## src/rtl/camera_cfg_sequencer.sv

```systemverilog
// Camera configuration sequencer: walks a synchronous register-table ROM after
// power-up (or on a re-run request) and issues one SCCB write per table entry.
// Entry format {reg_addr[15:0], reg_data[7:0]}; reg_addr FFFF ends the table,
// FFFE inserts a reg_data millisecond delay.
// Ports:
//   clk, rst_n      clock, synchronous active-low reset
//   cfg_start       re-run request, honoured only when DONE or ERROR
//   rom_addr        table index; rom_data returns one cycle later
//   rom_data        table entry
//   sccb_start      one-cycle write request to the SCCB engine
//   sccb_address    register address for the current write
//   sccb_data       register data for the current write
//   sccb_ready      SCCB engine idle
//   busy            sequencer running (not DONE/ERROR)
//   done            table completed without error
//   error           ready-handshake timeout
//   wr_count        SCCB writes completed in the current run
module camera_cfg_sequencer #(
  parameter int unsigned CLK_FREQ      = 25000000,
  parameter int unsigned ROM_AW        = 8,
  parameter int unsigned PWRUP_CYCLES  = 25000000,
  parameter int unsigned READY_TIMEOUT = 65535
) (
  input  logic              clk,
  input  logic              rst_n,
  input  logic              cfg_start,
  output logic [ROM_AW-1:0] rom_addr,
  input  logic [23:0]       rom_data,
  output logic              sccb_start,
  output logic [15:0]       sccb_address,
  output logic [7:0]        sccb_data,
  input  logic              sccb_ready,
  output logic              busy,
  output logic              done,
  output logic              error,
  output logic [ROM_AW:0]   wr_count
);

  localparam int unsigned TICK_CYCLES = CLK_FREQ / 1000;
  localparam int unsigned WCW         = ROM_AW + 1;

  typedef enum logic [3:0] {
    PWRUP, FETCH, ROM_WAIT, DECODE, ISSUE,
    WAIT_LOW, WAIT_HIGH, DELAY, NEXT, DONE, ERROR
  } state_t;

  state_t            state_q, state_d;
  logic [31:0]       pwr_q, pwr_d;
  logic [31:0]       wd_q, wd_d;
  logic [31:0]       tick_q, tick_d;
  logic [7:0]        ms_q, ms_d;
  logic [ROM_AW-1:0] index_d;
  logic              start_d;
  logic [15:0]       addr_d;
  logic [7:0]        data_d;
  logic              busy_d, done_d, error_d;
  logic [ROM_AW:0]   wr_d;

  // State and output registers; reset aborts any transaction in flight.
  always_ff @(posedge clk) begin
    if (!rst_n) begin
      state_q      <= PWRUP;
      pwr_q        <= '0;
      wd_q         <= '0;
      tick_q       <= '0;
      ms_q         <= '0;
      rom_addr     <= '0;
      sccb_start   <= 1'b0;
      sccb_address <= '0;
      sccb_data    <= '0;
      busy         <= 1'b1;
      done         <= 1'b0;
      error        <= 1'b0;
      wr_count     <= '0;
    end else begin
      state_q      <= state_d;
      pwr_q        <= pwr_d;
      wd_q         <= wd_d;
      tick_q       <= tick_d;
      ms_q         <= ms_d;
      rom_addr     <= index_d;
      sccb_start   <= start_d;
      sccb_address <= addr_d;
      sccb_data    <= data_d;
      busy         <= busy_d;
      done         <= done_d;
      error        <= error_d;
      wr_count     <= wr_d;
    end
  end

  // Next-state and next-output logic.
  always_comb begin
    state_d = state_q;
    pwr_d   = pwr_q;
    wd_d    = wd_q;
    tick_d  = tick_q;
    ms_d    = ms_q;
    index_d = rom_addr;
    start_d = 1'b0;
    addr_d  = sccb_address;
    data_d  = sccb_data;
    wr_d    = wr_count;

    case (state_q)
      PWRUP: begin
        if (pwr_q >= 32'(PWRUP_CYCLES - 1)) begin
          pwr_d   = '0;
          state_d = FETCH;
        end else begin
          pwr_d = pwr_q + 32'd1;
        end
      end
      FETCH:    state_d = ROM_WAIT;
      ROM_WAIT: state_d = DECODE;
      DECODE: begin
        if (rom_data[23:8] == 16'hFFFF) begin
          state_d = DONE;
        end else if (rom_data[23:8] == 16'hFFFE) begin
          if (rom_data[7:0] == 8'd0) begin
            state_d = NEXT;
          end else begin
            ms_d    = rom_data[7:0];
            tick_d  = '0;
            state_d = DELAY;
          end
        end else begin
          addr_d  = rom_data[23:8];
          data_d  = rom_data[7:0];
          wd_d    = '0;
          state_d = ISSUE;
        end
      end
      // The three ready-wait states share one watchdog, cleared on each entry.
      ISSUE: begin
        if (sccb_ready) begin
          start_d = 1'b1;
          wd_d    = '0;
          state_d = WAIT_LOW;
        end else if (wd_q >= 32'(READY_TIMEOUT - 1)) begin
          state_d = ERROR;
        end else begin
          wd_d = wd_q + 32'd1;
        end
      end
      WAIT_LOW: begin
        if (!sccb_ready) begin
          wd_d    = '0;
          state_d = WAIT_HIGH;
        end else if (wd_q >= 32'(READY_TIMEOUT - 1)) begin
          state_d = ERROR;
        end else begin
          wd_d = wd_q + 32'd1;
        end
      end
      WAIT_HIGH: begin
        if (sccb_ready) begin
          wr_d    = wr_count + WCW'(1);
          state_d = NEXT;
        end else if (wd_q >= 32'(READY_TIMEOUT - 1)) begin
          state_d = ERROR;
        end else begin
          wd_d = wd_q + 32'd1;
        end
      end
      // One ms = TICK_CYCLES cycles; leave when the last ms expires.
      DELAY: begin
        if (tick_q >= 32'(TICK_CYCLES - 1)) begin
          tick_d = '0;
          if (ms_q <= 8'd1) begin
            ms_d    = '0;
            state_d = NEXT;
          end else begin
            ms_d = ms_q - 8'd1;
          end
        end else begin
          tick_d = tick_q + 32'd1;
        end
      end
      // Last table slot is an implicit end; the index never wraps.
      NEXT: begin
        if (rom_addr == {ROM_AW{1'b1}}) begin
          state_d = DONE;
        end else begin
          index_d = rom_addr + ROM_AW'(1);
          state_d = FETCH;
        end
      end
      DONE, ERROR: begin
        if (cfg_start) begin
          index_d = '0;
          wr_d    = '0;
          state_d = FETCH;
        end
      end
      default: state_d = PWRUP;
    endcase

    done_d  = (state_d == DONE);
    error_d = (state_d == ERROR);
    busy_d  = (state_d != DONE) && (state_d != ERROR);
  end

endmodule

```

## config.mk

```make
export PLATFORM = sky130hd
export DESIGN_NAME = camera_cfg_sequencer
export DESIGN_NICKNAME = d
export VERILOG_FILES = /design/src/rtl/camera_cfg_sequencer.sv
export SDC_FILE = /design/constraint.sdc
export NUM_CORES = 1
export LEC_CHECK = 0
export ABC_AREA = 1
export CAP_MARGIN = 20
export CORE_MARGIN = 2
export CORE_UTILIZATION = 61
export CTS_CLUSTER_SIZE = 40
export DETAILED_ROUTE_END_ITERATION = 7
export MAX_ROUTING_LAYER = met4
export PLACE_DENSITY = 0.82
export SLEW_MARGIN = 10
export SYNTH_ARGS = -nofsm -noshare
export SYNTH_HDL_FRONTEND = slang
export SYNTH_SLANG_ARGS = --single-unit
export TNS_END_PERCENT = 30
```

## constraint.sdc

```tcl
create_clock -name clk -period 2.8 [get_ports clk]
set_clock_uncertainty 0.2 [all_clocks]
set_input_delay 0.28 -clock clk [delete_from_list [all_inputs] [get_ports clk]]
set_output_delay 0.28 -clock clk [all_outputs]
set_load 0.03 [all_outputs]
```

==> impl_metrics.env <==
export IMPL_netlist_area_leader_share_pct=42.89
export IMPL_grt_start_max_net_pins=31
export IMPL_worst_hold_slack_ns=0.2319
export IMPL_ctsRootBufferMaster="sky130_fd_sc_hd__clkbuf_16"
export IMPL_first_iter_violations=352
export IMPL_cts_tree="yes"
export IMPL_totalWireLength_um=15270
export IMPL_cts_htree_levels=4
export IMPL_maxSlewHeadroom_pct=57.00
export IMPL_critical_path_s_slowest_cell="sky130_fd_sc_hd__o21ai_4"
export IMPL_vias=6507
export IMPL_leakage_power_figure_nw=3.592
export IMPL_cts_sink_count=153
export IMPL_ant_nets=0
export IMPL_end_kind="register"
export IMPL_detail_route_drc_violations=0
export IMPL_layout_drive_gt1_share_pct=7.610
export IMPL_asyncSetResetFlopFracSynth_pct=0
export IMPL_critical_path_required_ns=2.91
export IMPL_critical_path_startpoint_type="register"
export IMPL_post_drt_via_cell_ratio=5.164
export IMPL_postSynth_topFlopCell="sky130_fd_sc_hd__dfxtp_1"
export IMPL_detail_route_first_pass_iterations=5
export IMPL_post_synth_cell_area_avg_um2=6.941
export IMPL_post_synth_edffs=0
export IMPL_totalNegativeSetupSlack_ns=0
export IMPL_crit_type="reg2reg"
export IMPL_dpl_worst_slack_ns=0.1557
export IMPL_cts_clk_slew_worst_paths_ns=0.06
export IMPL_final_setup_margin_ns=0.4291
export IMPL_worstPathCellList="inv_1 -> nand2_2 -> nor2_1 -> nand2_1 -> nand2_1 -> inv_2 -> nand3_4 -> o21ai_4 -> inv_2 -> o21ai_0 -> a21oi_1"
export IMPL_hold_buffers=0
export IMPL_post_synth_fa_ha_maj_area_fraction_pct=1.402
export IMPL_fin_total_pwr_mw=4.696
export IMPL_seq_area_um2=3063
export IMPL_synth_seq_cells=153
export IMPL_timing_final_max_slew_violations=0
export IMPL_muxShareOfSynthArea_pct=0
export IMPL_boundaryPins=73
export IMPL_worst_slew_pin_slew_ns=0.6425
export IMPL_nets_finish=1141
export IMPL_clk_buf_depth=2
export IMPL_detailed_place_area_um2=7981
export IMPL_grt_pass1_wl_um=26370
export IMPL_multi_input_comb_area_um2=3518
export IMPL_groute_usage_overall_pct=25.85
export IMPL_post_synth_and_or_nand_nor_area_fraction_pct=35.20
export IMPL_ys_seq_area_share_pct=42.89
export IMPL_core_region_area_um2=11420
export IMPL_antenna_found_initial=0
export IMPL_dp_hpwl_um=10880
export IMPL_routabilityCongestion=0.8722
export IMPL_numPortBuffers=72
export IMPL_yosys_top_cell_by_area="sky130_fd_sc_hd__dfxtp_1"
export IMPL_final_area_um2=8605
export IMPL_compound_cell_area_share_of_the_yosys_netlist_pct=9.530
export IMPL_number_of_global_route_vias_before_repair=6145
export IMPL_count_of_final_setup_violators=0
export IMPL_die_w_um=112.2
export IMPL_powerDensity_nw_per_um2=545.7
export IMPL_final_cycle_utilization_of_the_critical_path_pct=84.67
export IMPL_yosysWarningCount=0
export IMPL_critPathMaxFanout=26
export IMPL_syn2layout_area_growth_pct=20.48
export IMPL_global_route_overflow_total=0
export IMPL_die_h_um=112.2
export IMPL_nFillCells=876
export IMPL_period_minus_slack_ns=2.371
export IMPL_synth_lib_cells_used_distinct=48
export IMPL_rsz0062_at_grt="no"
export IMPL_worstHoldPathType="reg2reg"
export IMPL_cp_slowest_stage_delay_ns=0.55
export IMPL_effective_utilization_at_floorplan_pct=62.55
export IMPL_antenna_diode_count=0
export IMPL_cts_buffers_inserted=17
export IMPL_die_footprint_um2=12590
export IMPL_final_hold_fails=0
export IMPL_yosys_top_cells_count="223 x sky130_fd_sc_hd__nor2_1, 219 x sky130_fd_sc_hd__nand2_1, 153 x sky130_fd_sc_hd__dfxtp_1, 109 x sky130_fd_sc_hd__inv_1, 57 x sky130_fd_sc_hd__o21ai_0"
export IMPL_vdd_ir_drop_max_mv=0.4206
export IMPL_max_clock_freq_mhz=421.8
export IMPL_arrival_time_of_the_worst_setup_path_ns=2.48
export IMPL_synth_top_family_by_area="simple AND/OR/NAND/NOR gates"
export IMPL_clock_latency_ns=0.43
export IMPL_netlist_area_before_placement_um2=7142
export IMPL_synth_xor_xnor_area_share_pct=3.066
export IMPL_synthesis_nets=1065
export IMPL_drv_max_cap_violation_count=0
export IMPL_placementRows=39
export IMPL_synth_top_cells_by_area="sky130_fd_sc_hd__dfxtp_1 43%, sky130_fd_sc_hd__nor2_1 12%, sky130_fd_sc_hd__nand2_1 12%"
export IMPL_yosys_cell_count_top_type="sky130_fd_sc_hd__nor2_1"
export IMPL_netlist_instances=1029
export IMPL_result_of_the_run="finished, final reports clean"
export IMPL_routed_wire_length_per_instance_um=12.12
metrics by stage:
| step | std cells | utilization [%] |
|---|---|---|
| global placement | 1229 | 69.90 |
| floorplan | 1029 | - |
| finish | 1260 | 75.36 |
| detailed placement | 1229 | 69.90 |
| CTS | 1260 | 75.31 |
| global route | 1260 | 75.36 |
layout by cell type (no fill, tap or decap), types with 10 or more instances in the layout:
cell / synthesis / routed
sky130_fd_sc_hd__a21oi_1: 43 / 43
sky130_fd_sc_hd__clkbuf_16: 0 / 17
sky130_fd_sc_hd__clkdlybuf4s50_1: 0 / 72
sky130_fd_sc_hd__dfxtp_1: 153 / 153
sky130_fd_sc_hd__inv_1: 109 / 109
sky130_fd_sc_hd__inv_2: 10 / 10
sky130_fd_sc_hd__nand2_1: 219 / 219
sky130_fd_sc_hd__nand3_1: 49 / 49
sky130_fd_sc_hd__nand4_1: 14 / 14
sky130_fd_sc_hd__nor2_1: 223 / 223
sky130_fd_sc_hd__nor3_1: 32 / 32
sky130_fd_sc_hd__o21ai_0: 57 / 57
sky130_fd_sc_hd__xnor2_1: 10 / 10
sky130_fd_sc_hd__xor2_1: 15 / 15
where the power goes:
group	switching [mW]	total, mW	internal (mW)	leakage, nW
combinational	0.0655	0.119	0.0539	2.06
clock	0.887	2.39	1.51	0.295
sequential	0.00343	2.18	2.18	1.23
total	0.956	4.70	3.74	3.59
critical path, delay by kind of cell, from the launching register on:
family | cells | cell delay (ns)
buffers and inverters | 3 | 0.36
and+or+nand+nor | 5 | 0.51
DFF | 1 | 0.46
AOI/OAI and AO/OA | 3 | 0.73
cell families (layout without fill, tap and decap cells):
logic type | after synthesis | in the layout
buffers and inverters | 142 | 230
XOR/XNOR | 25 | 25
adder cells (fa/ha/maj) | 8 | 8
AND/OR/NAND/NOR | 579 | 579
flip-flops | 153 | 153
AO/OA/AOI/OAI | 122 | 122
worst paths after layout:
kind | from | depth (start not counted) | slack [ns] | end
setup / recovery | state_q[3] | 11 | 0.43 | wd_q[0]
hold / removal | wd_q[19] | 2 | 0.23 | wd_q[19]
setup reg to reg | state_q[3] | 11 | 0.43 | wd_q[0]
hold reg to reg | wd_q[19] | 2 | 0.23 | wd_q[19]
state kept, by name, summed over array words and instances, names as in the netlist, 4 cells and up:
register and count:
ms_q 8, sccb_data 8, rom_addr 8, state_q 4, sccb_address 16, wr_count 9
pwr_q 32, wd_q 32, tick_q 32
routing by layer:
metal	global-route usage, %	routed length [µm]	up-vias
met1	30.72	7020	2925
li1	-	-	3432
met4	9.350	281	0
met3	4.752	537	31
met5	-	0	-
met2	43.98	7428	119
area by class of cell:
cell class / count / area share (%)
Tap cell: 143 / 2.079
Timing Repair Buffer: 79 / 8.986
Inverter: 120 / 5.264
Clock buffer: 19 / 5.148
Sequential cell: 153 / 35.60
Clock inverter: 12 / 2.036
Multi-Input combinational cell: 734 / 40.89
what timing repair did:
item                       4_1_cts  5_1_grt
setup buffers                    0        0
setup endpoints to repair        0        5
gates resized for setup          0        1
(Power assumes the default switching activity.)
